$ cat config.mk
export PLATFORM = sky130hd
export DESIGN_NAME = regfile_debug_port
export DESIGN_NICKNAME = d
export VERILOG_FILES = /design/src/rtl/regfile_dbg_pkg.sv /design/src/rtl/regfile_debug_port.sv
export SDC_FILE = /design/constraint.sdc
export NUM_CORES = 1
export LEC_CHECK = 0
export ABC_AREA = 1
export BUFFER_PORTS_ARGS = -buffer_cell sky130_fd_sc_hd__buf_2
export CORE_MARGIN = 2
export CORE_UTILIZATION = 40
export DETAILED_ROUTE_END_ITERATION = 8
export GPL_TIMING_DRIVEN = 0
export PLACE_DENSITY = 0.69
export SKIP_LAST_GASP = 1
export SYNTH_ARGS = -nofsm -noshare
export SYNTH_HDL_FRONTEND = slang
export SYNTH_SLANG_ARGS = --single-unit
$ cat constraint.sdc
create_clock -name clk -period 1.58 [get_ports clk]
set_input_delay 0 -clock clk [delete_from_list [all_inputs] [get_ports clk]]
set_output_delay 0 -clock clk [all_outputs]
set_load 0.02 [all_outputs]
$ cat src/rtl/regfile_dbg_pkg.sv
// ============================================================================
// Module : regfile_dbg_pkg
// Brief  : Shared constants and state encoding for the register-file debug port.
// Rev    : 1.0  initial release
// ============================================================================
`default_nettype none

package regfile_dbg_pkg;

    localparam int DATA_W   = 16;
    localparam int ADDR_W   = 3;
    localparam int NUM_REGS = 8;

    localparam logic OP_DUMP = 1'b0;
    localparam logic OP_LOAD = 1'b1;

    typedef enum logic [2:0] {
        ST_IDLE    = 3'd0,
        ST_DUMP_RD = 3'd1,
        ST_DUMP_TX = 3'd2,
        ST_LOAD    = 3'd3,
        ST_LOAD_WR = 3'd4,
        ST_DONE    = 3'd5
    } state_t;

    // A zero count means a full sweep of the register file.
    function automatic logic [ADDR_W:0] words_for_count(input logic [ADDR_W:0] cnt);
        return (cnt == '0) ? (ADDR_W+1)'(NUM_REGS) : cnt;
    endfunction

endpackage

`default_nettype wire

$ cat src/rtl/regfile_debug_port.sv
// ============================================================================
// Module : regfile_debug_port
// Brief  : Debug master that dumps a register range to a stream or loads it.
// Rev    : 1.0  initial release
// ============================================================================
`default_nettype none

module regfile_debug_port
    import regfile_dbg_pkg::*;
(
    input  logic              clk,
    input  logic              rst,
    input  logic              cmd_valid,
    output logic              cmd_ready,
    input  logic              cmd_op,
    input  logic [ADDR_W-1:0] cmd_addr,
    input  logic [ADDR_W:0]   cmd_count,
    output logic              out_valid,
    input  logic              out_ready,
    output logic [DATA_W-1:0] out_data,
    output logic [ADDR_W-1:0] out_addr,
    output logic              out_last,
    input  logic              in_valid,
    output logic              in_ready,
    input  logic [DATA_W-1:0] in_data,
    output logic              reg_write_en,
    output logic [ADDR_W-1:0] reg_write_dest,
    output logic [DATA_W-1:0] reg_write_data,
    output logic [ADDR_W-1:0] reg_read_addr,
    input  logic [DATA_W-1:0] reg_read_data,
    output logic              hold,
    output logic              done
);

    localparam logic [ADDR_W-1:0] c_ptr_one = ADDR_W'(1);
    localparam logic [ADDR_W:0]   c_rem_one = (ADDR_W+1)'(1);

    state_t              r_state;
    state_t              w_next;
    logic [ADDR_W-1:0]   r_ptr;
    logic [ADDR_W:0]     r_remaining;
    logic [ADDR_W-1:0]   r_rd_addr;
    logic [DATA_W-1:0]   r_out_data;
    logic [ADDR_W-1:0]   r_out_addr;
    logic                r_out_last;
    logic [ADDR_W-1:0]   r_wr_dest;
    logic [DATA_W-1:0]   r_wr_data;

    logic w_cmd_fire;
    logic w_out_fire;
    logic w_in_fire;

    assign w_cmd_fire = cmd_valid && (r_state == ST_IDLE);
    assign w_out_fire = out_ready && (r_state == ST_DUMP_TX);
    assign w_in_fire  = in_valid  && (r_state == ST_LOAD);

    always_comb begin
        w_next = r_state;
        case (r_state)
            ST_IDLE: begin
                if (w_cmd_fire) begin
                    w_next = (cmd_op == OP_LOAD) ? ST_LOAD : ST_DUMP_RD;
                end
            end
            ST_DUMP_RD: w_next = ST_DUMP_TX;
            ST_DUMP_TX: begin
                if (w_out_fire) begin
                    w_next = r_out_last ? ST_DONE : ST_DUMP_RD;
                end
            end
            ST_LOAD: begin
                if (w_in_fire) begin
                    w_next = ST_LOAD_WR;
                end
            end
            ST_LOAD_WR: w_next = (r_remaining == c_rem_one) ? ST_DONE : ST_LOAD;
            ST_DONE:    w_next = ST_IDLE;
            default:    w_next = ST_IDLE;
        endcase
    end

    always_ff @(posedge clk) begin
        if (!rst) begin
            r_state     <= ST_IDLE;
            r_ptr       <= '0;
            r_remaining <= '0;
            r_rd_addr   <= '0;
            r_out_data  <= '0;
            r_out_addr  <= '0;
            r_out_last  <= 1'b0;
            r_wr_dest   <= '0;
            r_wr_data   <= '0;
        end else begin
            r_state <= w_next;
            case (r_state)
                ST_IDLE: begin
                    if (w_cmd_fire) begin
                        r_ptr       <= cmd_addr;
                        r_remaining <= words_for_count(cmd_count);
                    end
                end
                ST_DUMP_RD: begin
                    r_rd_addr  <= r_ptr;
                    r_out_data <= reg_read_data;
                    r_out_addr <= r_ptr;
                    r_out_last <= (r_remaining == c_rem_one);
                end
                ST_DUMP_TX: begin
                    if (w_out_fire) begin
                        r_ptr       <= r_ptr + c_ptr_one;
                        r_remaining <= r_remaining - c_rem_one;
                    end
                end
                ST_LOAD: begin
                    if (w_in_fire) begin
                        r_wr_dest <= r_ptr;
                        r_wr_data <= in_data;
                    end
                end
                ST_LOAD_WR: begin
                    r_ptr       <= r_ptr + c_ptr_one;
                    r_remaining <= r_remaining - c_rem_one;
                end
                default: ;
            endcase
        end
    end

    assign cmd_ready      = (r_state == ST_IDLE);
    assign hold           = (r_state != ST_IDLE);
    assign out_valid      = (r_state == ST_DUMP_TX);
    assign in_ready       = (r_state == ST_LOAD);
    assign reg_write_en   = (r_state == ST_LOAD_WR);
    assign done           = (r_state == ST_DONE);
    assign out_data       = r_out_data;
    assign out_addr       = r_out_addr;
    assign out_last       = r_out_last;
    assign reg_write_dest = r_wr_dest;
    assign reg_write_data = r_wr_data;
    // The read address follows ptr only while fetching, otherwise it holds.
    assign reg_read_addr  = (r_state == ST_DUMP_RD) ? r_ptr : r_rd_addr;

endmodule

`default_nettype wire

# Word-level counts from Yosys, hierarchy flattened
# Cells that the tools add are included.
[word_totals]
ff_bits = 52
out_inout_bits = 48
[classes]
n_addsub = 2
n_reduce_logical = 10
muxes = 15
eq_ne = 9
[op_table]
columns = ["cell", "n"]
rows = [
  ["2-to-1 mux 3 bit", 8],
  ["one-hot mux 3 bit (5 select lines)", 1],
  ["2-to-1 mux 4 bit", 3],
  ["one-hot mux 4 bit (3 select lines)", 1],
  ["one-hot mux 3 bit (3 select lines)", 1],
  ["== test 3 x 2 -> 1 bit, second input constant", 2],
  ["== test 3 bit, second input constant", 2],
  ["inequality test 2 x 1 -> 1 bit, second input constant", 3],
  ["AND reduction 3 bit", 2],
  ["nonzero test 3 bit", 2],
  ["== test 4 x 1 -> 1 bit, second input constant", 1],
  ["zero test 4 bit", 1],
  ["subtractor 4 x 1 -> 4 bit, second input constant", 1],
  ["adder 3 x 1 -> 3 bit, second input constant", 1],
  ["== test 3 x 1 -> 1 bit, second input constant", 1],
  ["logical AND 1 bit", 3],
  ["zero test 3 bit", 1],
  ["2-to-1 mux 2 bit", 1],
  ["AND reduction 2 bit", 1],
]

# Longest topological paths before layout
# Gate-level depths: netlist of run 1.
[depth]
ltp_word = 4
ltp_mapped = 8
mapped_depth_nobuf = 8

# Least setup slack after synthesis of run 1
# OpenSTA, ideal clock, no wires.
[synth_timing]
kind = "register -> register"
start = "reg r_state[2]"
end = "reg r_state[1]"
slack_ns = 0.320
arrival_time_ns = 1.190
required_time_ns = 1.510
setup_time_ns = 0.070
synth_period_minus_slack_ns = 1.260
path_stages_with_launch = 7
cell_sequence = "dfxtp_1 > inv_2 > nor2_1 > nand2_1 > nand3_1 > nand2_1 > a21oi_1"
[synth_lines]
columns = ["element", "line", "rtl"]
rows = [
  ["start, declared", "regfile_debug_port.sv:38", "state_t r_state;"],
  ["start signal, assigned", "regfile_debug_port.sv:94", "r_state <= w_next;"],
  ["== test 3 bit", "--", ""],
  ["via reg_write_en", "regfile_debug_port.sv:26", "output logic reg_write_en,"],
  ["one-hot mux 3 bit (5 select lines)", "regfile_debug_port.sv:59", "case (r_state)"],
]
# The timed path passes the listed nets, and every way through them passes these cells.
# A chain may end at the register's enable or synchronous reset.

# Worst setup path after layout of run 1
[layout_timing]
start = "reg r_state[2]"
end = "out reg_read_addr[2]"
[layout_between]
elab_chain_cells = 2
[layout_lines]
columns = ["element", "line", "rtl"]
rows = [
  ["== test 3 x 1 -> 1 bit", "regfile_debug_port.sv:141", "assign reg_read_addr = (r_state == ST_DUMP_RD) ? r_ptr : r_rd_addr;"],
  ["2-to-1 mux 3 bit", "regfile_debug_port.sv:141", ""],
  ["end, declared", "regfile_debug_port.sv:29", "output logic [ADDR_W-1:0] reg_read_addr,"],
]
# No other way between the ends.

==> run_results.csv, run 1 <==
group,metric,value,unit
outcome,status,"completed",
floorplanning,die_h,78.4,um
logic_synthesis,synthAdderAreaFrac,1.70,%
critical_path,end_kind,"output port",
worst_hold_path,hp-start,"cmd_addr[0]",
clocking,clock_path_buffers,2,
power,leakagePower,1.53,nW
place,port_buffers,91,
global_route,overflow,0,
clocking,cts_sinks,52,
worst_hold_path,worstHoldEndpoint,"r_ptr[0]",
global_route,grt_use_total,18.7,%
timing,tns,0,ns
logic_synthesis,yosysSeqAreaShare,47.1,%
detailed_routing,vias_per_cell,4.70,
global_route,first_global_vias,2149,
clocking,clk_latency,0.30,ns
detailed_routing,vias,2393,
timing,max_freq,695,MHz
critical_path,reg2reg_slack,0.15,ns
cells_and_area,num-nets-final,484,
logic_synthesis,synth_compound_gate_area_share,12.0,%
logic_synthesis,synthDistinctLibCells,27,
timing,setup_viol,0,
place,dpl.cell_count,467,
critical_path,r2r_cells,6,
critical_path,r2r-start,"r_state[1]",
logic_synthesis,ys_seq_elements,52,
floorplanning,rows,27,
cells_and_area,diodes,0,
critical_path,critPathKind,"reg -> out",
floorplanning,initial_utilization,40.7,%
timing,skew,0.00617,ns
detailed_routing,firstDrtPassIters,4,
detailed_routing,ant_nets,0,
floorplanning,core_area,0.00544,mm^2
logic_synthesis,synthCells,304,
clocking,cts_tree,"done",
timing,drv_slew,0,
floorplanning,die_w,78.4,um
global_route,grt_max_degree,17,
logic_synthesis,synth_top_family_by_area,"simple AND/OR/NAND/NOR gates",
logic_synthesis,syn-cell-area,0.00221,mm^2
floorplanning,io_pins,93,
power,p_per_area,1150,mW/mm^2
timing,tightest_slew,0.488,ns
timing,hold_viol_final,0,
timing,timing.final.crit_period,1.44,ns
detailed_routing,drc,0,
timing,hold_ws,0.00720,ns
place,hpwlAfterDp,3890,um
critical_path,r2r_end,"reg_write_data[15]",
detailed_routing,drt-initial-drc-count,104,
critical_path,critical_path_peak_fanout,10,
critical_path,cp_data_arrival_time,1.44,ns
timing,finalCritPeriodShare,91.1,%
timing,rsz0062_at_grt,"true",
clocking,post_cts_buffers,0,
critical_path,crit_required,1.58,ns
clocking,cts_made_buffers,5,
worst_hold_path,min_path_cells,5,
logic_synthesis,yosys.area_share.xor_xnor,0.396,%
clocking,ctsRootBufferMaster,"clkbuf_8",
detailed_routing,routedWlPerCell,11.3,um
logic_synthesis,synth.avg_cell_area,7.28,um^2
logic_synthesis,yosysWarnings,0,
detailed_routing,routed_wl,5780,um
global_route,antenna_found_initial,0,
logic_synthesis,synth_mux_area_share,0,%
worst_hold_path,hold_path_class,"in -> reg",
flow_run,cap_violations,0,
clocking,h-tree-depth,2,
timing,slew_headroom,67.4,%
logic_synthesis,synthesis.nets,352,
logic_synthesis,yosys.area_share.simple,31.5,%
place,gp_congestion,0.818,
floorplanning,die_area,0.00614,mm^2
global_route,grt_pass1_wl,9340,um
cells_and_area,layout.cells.non_filler,509,
cells_and_area,drive_above_1_share,27.5,%
clocking,clk_pin_slew_worst_paths,0.09,ns
cells_and_area,synthToLayoutAreaGrowth,44.3,%
critical_path,cp-start-kind,"flop",
power,max-vdd-ir-drop,0.485,mV
## layout make-up
class,count,area (um^2)
Inverter,22,87.6
Sequential cell,52,1040
Clock buffer,6,72.6
Fill cell,533,2250
Tap cell,72,90.1
Clock inverter,2,16.3
Buffer,14,80.1
Multi-Input combinational cell,216,1010
Timing Repair Buffer,125,796
## where the power goes
part	internal, mW	switching (mW)	total, mW
logic	0.507	0.802	1.31
clock network	0.316	0.442	0.758
registers	1.48	0.122	1.60
total	2.30	1.37	3.66
## registers in the layout (all words and copies together), names as in the netlist
register and count:
out_last 1, r_remaining 4, out_addr 3, reg_write_data 16
r_state 3, reg_write_dest 3, r_rd_addr 3, r_ptr 3
out_data 16
## critical path: stages (launching register included)
cell and delay, ns:
dfxtp_1 0.40, inv_4 0.14, nand3_4 0.14, inv_4 0.14
nand2_1 0.09, nand2_1 0.07, buf_2 0.16
## worst max-delay path by stage
stage	start	end	depth (start not counted)
after global placement	r_state[0]	reg_write_data[0]	6
final	r_state[2]	reg_read_addr[2]	6
after detailed placement	r_state[0]	reg_write_data[11]	6
after floorplan	r_state[2]	r_state[1]	6
after CTS	r_state[2]	reg_read_addr[0]	6
after global routing	r_state[2]	reg_read_addr[0]	6
## cell usage in the layout (no fill, tap or decap), types with 3 or more instances in the layout
master         count
buf_2             95
clkbuf_1           6
nor2_1            18
o21ai_0            3
inv_1             16
buf_4              4
dfxtp_1           51
nand2_1          103
ha_1               3
a21oi_1           47
clkbuf_8           5
dlygate4sd3_1     34
nand3_1           27
inv_2              3
## cells in the mapped netlist, drive strengths merged
library cell  number  area share [%]
a21oi             47              11
buf                9             2.8
clkbuf             5            0.85
clkinv             1            0.17
dfxtp             52              47
ha                 3             1.7
inv               21             3.6
nand2            105              18
nand3             29             7.7
nand3b             2            0.85
nand4              1            0.28
nor2              19             3.3
nor3               2            0.45
nor3b              1            0.34
o21a               1            0.34
o21ai              3            0.68
o21bai             1            0.34
or2                1            0.28
xnor2              1            0.40
## per-layer routing
layer	wire length, um	track usage (%)
met5	0	0
met4	70	5.26
met3	352	5.06
met2	2830	33.4
met1	2530	21.9
## logic make-up after synthesis
family	count (synthesis)
AND/OR/NAND/NOR	160
AO/OA/AOI/OAI	52
flip-flops	52
buffers and inverters	36
adder cells (fa/ha/maj)	3
XOR/XNOR	1
## repair_timing
action	in CTS	in global routing
endpoints found under the hold margin	40	0
hold buffers	34	0
gates resized for setup	0	4
setup endpoints to repair	0	9
## per-stage QoR
stage | utilization [%] | worst slack (ns) | power (mW) | area (um^2)
5_1_grt | 58.7 | -0.0115 | 3.93 | 3190
4_1_cts | 58.6 | 0.0476 | 3.68 | 3190
2_1_floorplan | - | 0.320 | 2.51 | 2210
6_report | 58.7 | 0.140 | 3.66 | 3190
3_3_place_gp | 50.7 | 0.186 | 2.84 | 2760
3_5_place_dp | 50.7 | 0.160 | 2.87 | 2760
Power figures use the tool's default switching activity.
==> run 2: changes to the inputs <==
GPL_ROUTABILITY_DRIVEN = 0   (was not set)
clock period = 1.75 ns   (was 1.58 ns; I/O delays follow)
==> run 2 against run 1 <==
Clock power shrank 9.8%. First-iteration DRC count rose by 2.9%. Critical path depth stayed put. Core utilization is 0.12 points lower. Routed wire length decreased by 0.23%. Setup slack better by 0.081 ns. Total power is 9.9% lower. Critical path type unchanged.
==> run_results.csv, run 2 (synthesis gave the netlist of run 1 again) <==
group,metric,value,unit
outcome,status,"completed",
place,port_buffers,91,
timing,drv_slew,0,
global_route,first_global_vias,2149,
detailed_routing,vias,2417,
critical_path,worstSetupStartpoint,"r_state[2]",
clocking,clock_path_buffers,2,
floorplanning,die_h,78.4,um
detailed_routing,routed_wl,5760,um
global_route,antenna_found_initial,0,
floorplanning,die_area,0.00614,mm^2
critical_path,cp-start-kind,"flop",
cells_and_area,num-nets-final,484,
detailed_routing,drt-initial-drc-count,107,
critical_path,critical_path_peak_fanout,10,
timing,hold_viol_final,0,
cells_and_area,fin_util,58.6,%
power,leakagePower,1.53,nW
clocking,post_cts_buffers,0,
clocking,h-tree-depth,2,
critical_path,crit_cells,6,
critical_path,path_buf_inv,3,
cells_and_area,drive_above_1_share,27.0,%
critical_path,r2r-start,"r_state[0]",
detailed_routing,vias_per_cell,4.75,
clocking,clk_pin_slew_worst_paths,0.09,ns
cells_and_area,final_common_cell,"nand2_1",
cells_and_area,final_cell_mix,"nand2_1, buf_2, dfxtp_1",
detailed_routing,drc,0,
timing,setup_viol,0,
timing,tightest_slew,0.479,ns
global_route,overflow,0,
clocking,ctsRootBufferMaster,"clkbuf_8",
floorplanning,core_area,0.00544,mm^2
global_route,grt_max_degree,17,
critical_path,cpPeakStageDelay,0.38,ns
clocking,clk_latency,0.30,ns
clocking,cts_made_buffers,5,
floorplanning,io_pins,93,
place,postPlaceCellArea,0.00276,mm^2
critical_path,crit_required,1.75,ns
critical_path,r2r_cells,6,
timing,tns,0,ns
timing,max_freq,654,MHz
floorplanning,initial_utilization,40.7,%
critical_path,r2r_end,"reg_write_data[15]",
critical_path,worstPathCellList,"inv_2 -> nand3_4 -> inv_2 -> nand2_1 -> nand2_1 -> buf_2",
power,p_per_area,1040,mW/mm^2
cells_and_area,diodes,0,
timing,finalCritPeriodShare,87.4,%
place,dp_slack,0.330,ns
floorplanning,rows,27,
global_route,grt_use_total,18.7,%
timing,skew,0.00667,ns
place,dpl.cell_count,467,
critical_path,crit_path_end,"reg_read_addr[1]",
critical_path,critPathKind,"reg -> out",
cells_and_area,layout.cells.non_filler,509,
detailed_routing,ant_nets,0,
detailed_routing,routedWlPerCell,11.3,um
timing,slew_headroom,68.1,%
clocking,cts_tree,"done",
timing,timing.final.crit_period,1.53,ns
clocking,cts_sinks,52,
worst_hold_path,hold_path_class,"in -> reg",
timing,hold_ws,0.00716,ns
power,power,3.30,mW
global_route,grt_pass1_wl,9340,um
place,hpwlAfterDp,3890,um
timing,post-route-worst-setup-slack,0.221,ns
critical_path,path_delay_family,"buffers and inverters",
critical_path,cp_data_arrival_time,1.53,ns
cells_and_area,synthToLayoutAreaGrowth,44.1,%
critical_path,reg2reg_slack,0.30,ns
flow_run,cap_violations,0,
cells_and_area,finalInstanceArea,0.00319,mm^2
critical_path,crit_slowest_cell,"dfxtp_1",
clocking,cts_resized,0,
critical_path,end_kind,"output port",
cells_and_area,nFillCells,531,
timing,rsz0062_at_grt,"false",
power,max-vdd-ir-drop,0.439,mV
floorplanning,die_w,78.4,um
detailed_routing,firstDrtPassIters,4,
## run 2: cell types whose count changed in the layout (fill, tap and decap cells not counted)
cell,change
dfxtp_2,-1
dfxtp_1,+1
inv_2,+1
inv_1,+1
inv_4,-2
## run 2: worst min-delay path by stage
stage                            startpoint           end  depth (start not counted)
after floorplan           reg_read_data[10]  out_data[10]                          2
after global placement    reg_read_data[13]  out_data[13]                          3
after detailed placement  reg_read_data[13]  out_data[13]                          3
after CTS                       cmd_addr[2]      r_ptr[2]                          5
after global routing            cmd_addr[2]      r_ptr[2]                          5
final                           cmd_addr[0]      r_ptr[0]                          5
## run 2: worst reg2reg max path: stages (launching register included)
cell     delay, ns
dfxtp_1       0.50
nand2_1       0.13
nor2_2        0.16
nand2_2       0.16
buf_2         0.23
nand2_1       0.09
a21oi_1       0.07
## run 2: timing repair
action / CTS / global route
endpoints found under the hold margin: 40 / 0
endpoints found under the setup margin: 0 / 0
hold buffers: 34 / 0
## run 2: layout make-up
cell class	count	area [um^2]	share of cell area [%]
Inverter	22	82.6	2.59
Timing Repair Buffer	125	796	25.0
Tap cell	72	90.1	2.83
Sequential cell	52	1040	32.7
Buffer	14	80.1	2.51
Clock buffer	6	72.6	2.28
Clock inverter	2	16.3	0.510
Multi-Input combinational cell	216	1010	31.6
## run 2: power breakdown
| group | switching [mW] | total [mW] | internal (mW) |
|---|---|---|---|
| Clock | 0.399 | 0.684 | 0.285 |
| Sequential | 0.108 | 1.44 | 1.33 |
| Combinational | 0.722 | 1.18 | 0.455 |
## run 2: layer usage
metal | global-route usage [%] | vias up | part of all wire, %
met2 | 33.4 | 81 | 49
met4 | 5.26 | 0 | 1.2
met1 | 21.9 | 1092 | 43
met3 | 5.06 | 8 | 6.7
li1 | - | 1236 | -
met5 | 0 | - | 0
==> run 3: changes to the inputs <==
CELL_PAD_IN_SITES_DETAIL_PLACEMENT = 2   (was not set)
CELL_PAD_IN_SITES_GLOBAL_PLACEMENT = 2   (was not set)
CORE_UTILIZATION = 27   (was 40)
PLACE_DENSITY = not set   (was 0.69)
PLACE_DENSITY_LB_ADDON = 0.1   (was not set)
TNS_END_PERCENT = 20   (was not set)
==> run 3 against run 2 <==
Design area is 0.82% higher. Combinational power is 4% higher. Clock-buffer cell count stayed put. Via count is 3.2% higher. Total power is 2.4% higher. First-iteration DRC count is 20% lower. Register-to-register slack worse by 0.05 ns. Core utilization is 19 points lower. Highest routed layer unchanged.
==> run_results.csv, run 3 (synthesis gave the netlist of run 1 again) <==
group,metric,value,unit
clocking,cts_sinks,52,
critical_path,crit_required,1.75,ns
power,p_comb_share,36.3,%
detailed_routing,firstDrtPassIters,4,
global_route,grt_max_degree,16,
floorplanning,die_area,0.00893,mm^2
critical_path,critical_path_peak_fanout,10,
clocking,cts_made_buffers,5,
cells_and_area,final_cell_mix,"nand2_1, buf_2, dfxtp_1",
power,p_per_area,1050,mW/mm^2
detailed_routing,routed_wl,7490,um
global_route,overflow,0,
timing,finalCritPeriodShare,87.7,%
timing,drv_slew,0,
global_route,grt_use_total,17.0,%
clocking,clk_latency,0.29,ns
cells_and_area,fin_util,39.7,%
timing,max_freq,652,MHz
power,max-vdd-ir-drop,0.336,mV
floorplanning,rows,33,
detailed_routing,drc,0,
clocking,clk_pin_slew_worst_paths,0.09,ns
cells_and_area,final_common_cell,"nand2_1",
floorplanning,io_pins,93,
clocking,post_cts_buffers,0,
floorplanning,die_h,94.5,um
clocking,h-tree-depth,2,
global_route,grt_util_met2,32.7,%
power,swShare,37.8,%
detailed_routing,vias_per_cell,4.63,
global_route,antenna_found_initial,0,
timing,rsz0062_at_grt,"false",
timing,slew_headroom,64.9,%
timing,tns,0,ns
power,seqPwrFrac,42.7,%
global_route,grt_pass1_wl,11900,um
power,netSwitchingPower,1.28,mW
floorplanning,initial_utilization,27.3,%
detailed_routing,drt-initial-drc-count,86,
global_route,met3_usage,2.87,%
detailed_routing,vias,2494,
critical_path,cp-start-kind,"flop",
floorplanning,die_w,94.5,um
power,leakagePower,1.52,nW
cells_and_area,diodes,0,
power,p_clk_share,21.0,%
global_route,use_met1,20.0,%
global_route,first_global_vias,2520,
timing,skew,0.00542,ns
timing,setup_viol,0,
timing,timing.final.crit_period,1.53,ns
floorplanning,core_area,0.00809,mm^2
worst_hold_path,hold_path_class,"in -> reg",
clocking,ctsRootBufferMaster,"clkbuf_8",
timing,tightest_slew,0.526,ns
critical_path,critPathKind,"reg -> out",
timing,hold_viol_final,0,
clocking,clock_path_buffers,2,
cells_and_area,synthToLayoutAreaGrowth,45.2,%
clocking,cts_tree,"done",
cells_and_area,num-nets-final,482,
critical_path,end_kind,"output port",
place,hpwlAfterDp,5360,um
detailed_routing,ant_nets,0,
outcome,status,"completed",
place,dp_slack,0.260,ns
critical_path,cp_data_arrival_time,1.53,ns
place,port_buffers,91,
power,p_int,2.10,mW
cells_and_area,drive_above_1_share,27.2,%
flow_run,cap_violations,0,
global_route,grt.busiest_layer,"met2",
timing,post-route-worst-setup-slack,0.216,ns
detailed_routing,routedWlPerCell,13.9,um
## run 3: cell count changes in the layout (fill, tap and decap cells not counted), sizes merged
cell | before | now
clkinvlp | 1 | 0
dlygate4sd3 | 34 | 32
## run 3: final timing paths
check                    start  slack (ns)  depth (start not counted)                 to
max                 r_state[2]        0.22                          6   reg_read_addr[0]
min                        rst       0.005                          3     r_remaining[2]
max reg2reg         r_state[0]        0.25                          6  reg_write_dest[0]
min reg2reg  reg_write_data[1]        0.47                          2  reg_write_data[1]
## run 3: power groups by stage
stage	clock network (mW)	registers, mW	logic, mW
final	0.710	1.45	1.23
after global routing	0.795	1.47	1.40
after detailed placement	0	1.47	1.19
after floorplan	0	1.54	0.726
after CTS	0.745	1.45	1.25
after global placement	0	1.47	1.16
## run 3: repair_timing
| item | in CTS | in global routing |
|---|---|---|
| resized for setup | 0 | 1 |
| endpoints found under the hold margin | 32 | 0 |
| setup endpoints to repair | 0 | 3 |
| hold buffers | 32 | 0 |
## run 3: per-stage QoR
stage | cells | cell area [um^2] | hold WS (ns) | power [mW]
floorplan | 304 | 2210 | 0.143 | 2.26
global placement | 500 | 2800 | 0.248 | 2.63
detailed placement | 500 | 2800 | 0.257 | 2.67
CTS | 539 | 3210 | 0.00169 | 3.45
global route | 539 | 3210 | 0.00503 | 3.66
finish | 539 | 3210 | 0.00523 | 3.38
## run 3: final cells by class
type                            count  area (um^2)
Fill cell                        1000         4880
Timing Repair Buffer              123          776
Tap cell                          105          131
Buffer                             14         80.1
Multi-Input combinational cell    216         1010
Sequential cell                    52         1040
Inverter                           22         85.1
Clock buffer                        6         82.6
Clock inverter                      1         8.76
## run 3: worst max-delay path, cell delays in order, from the launching register on
cell,delay (ns)
dfxtp_1,0.39
inv_2,0.18
nand3_4,0.17
inv_4,0.16
nand2_1,0.11
nand2_1,0.07
buf_2,0.16
## run 3: per-layer routing
| metal | share of wire, % | vias to the layer above |
|---|---|---|
| met4 | 0.45 | 0 |
| met5 | 0 | - |
| li1 | - | 1236 |
| met3 | 3.6 | 2 |
| met2 | 53 | 47 |
| met1 | 43 | 1209 |
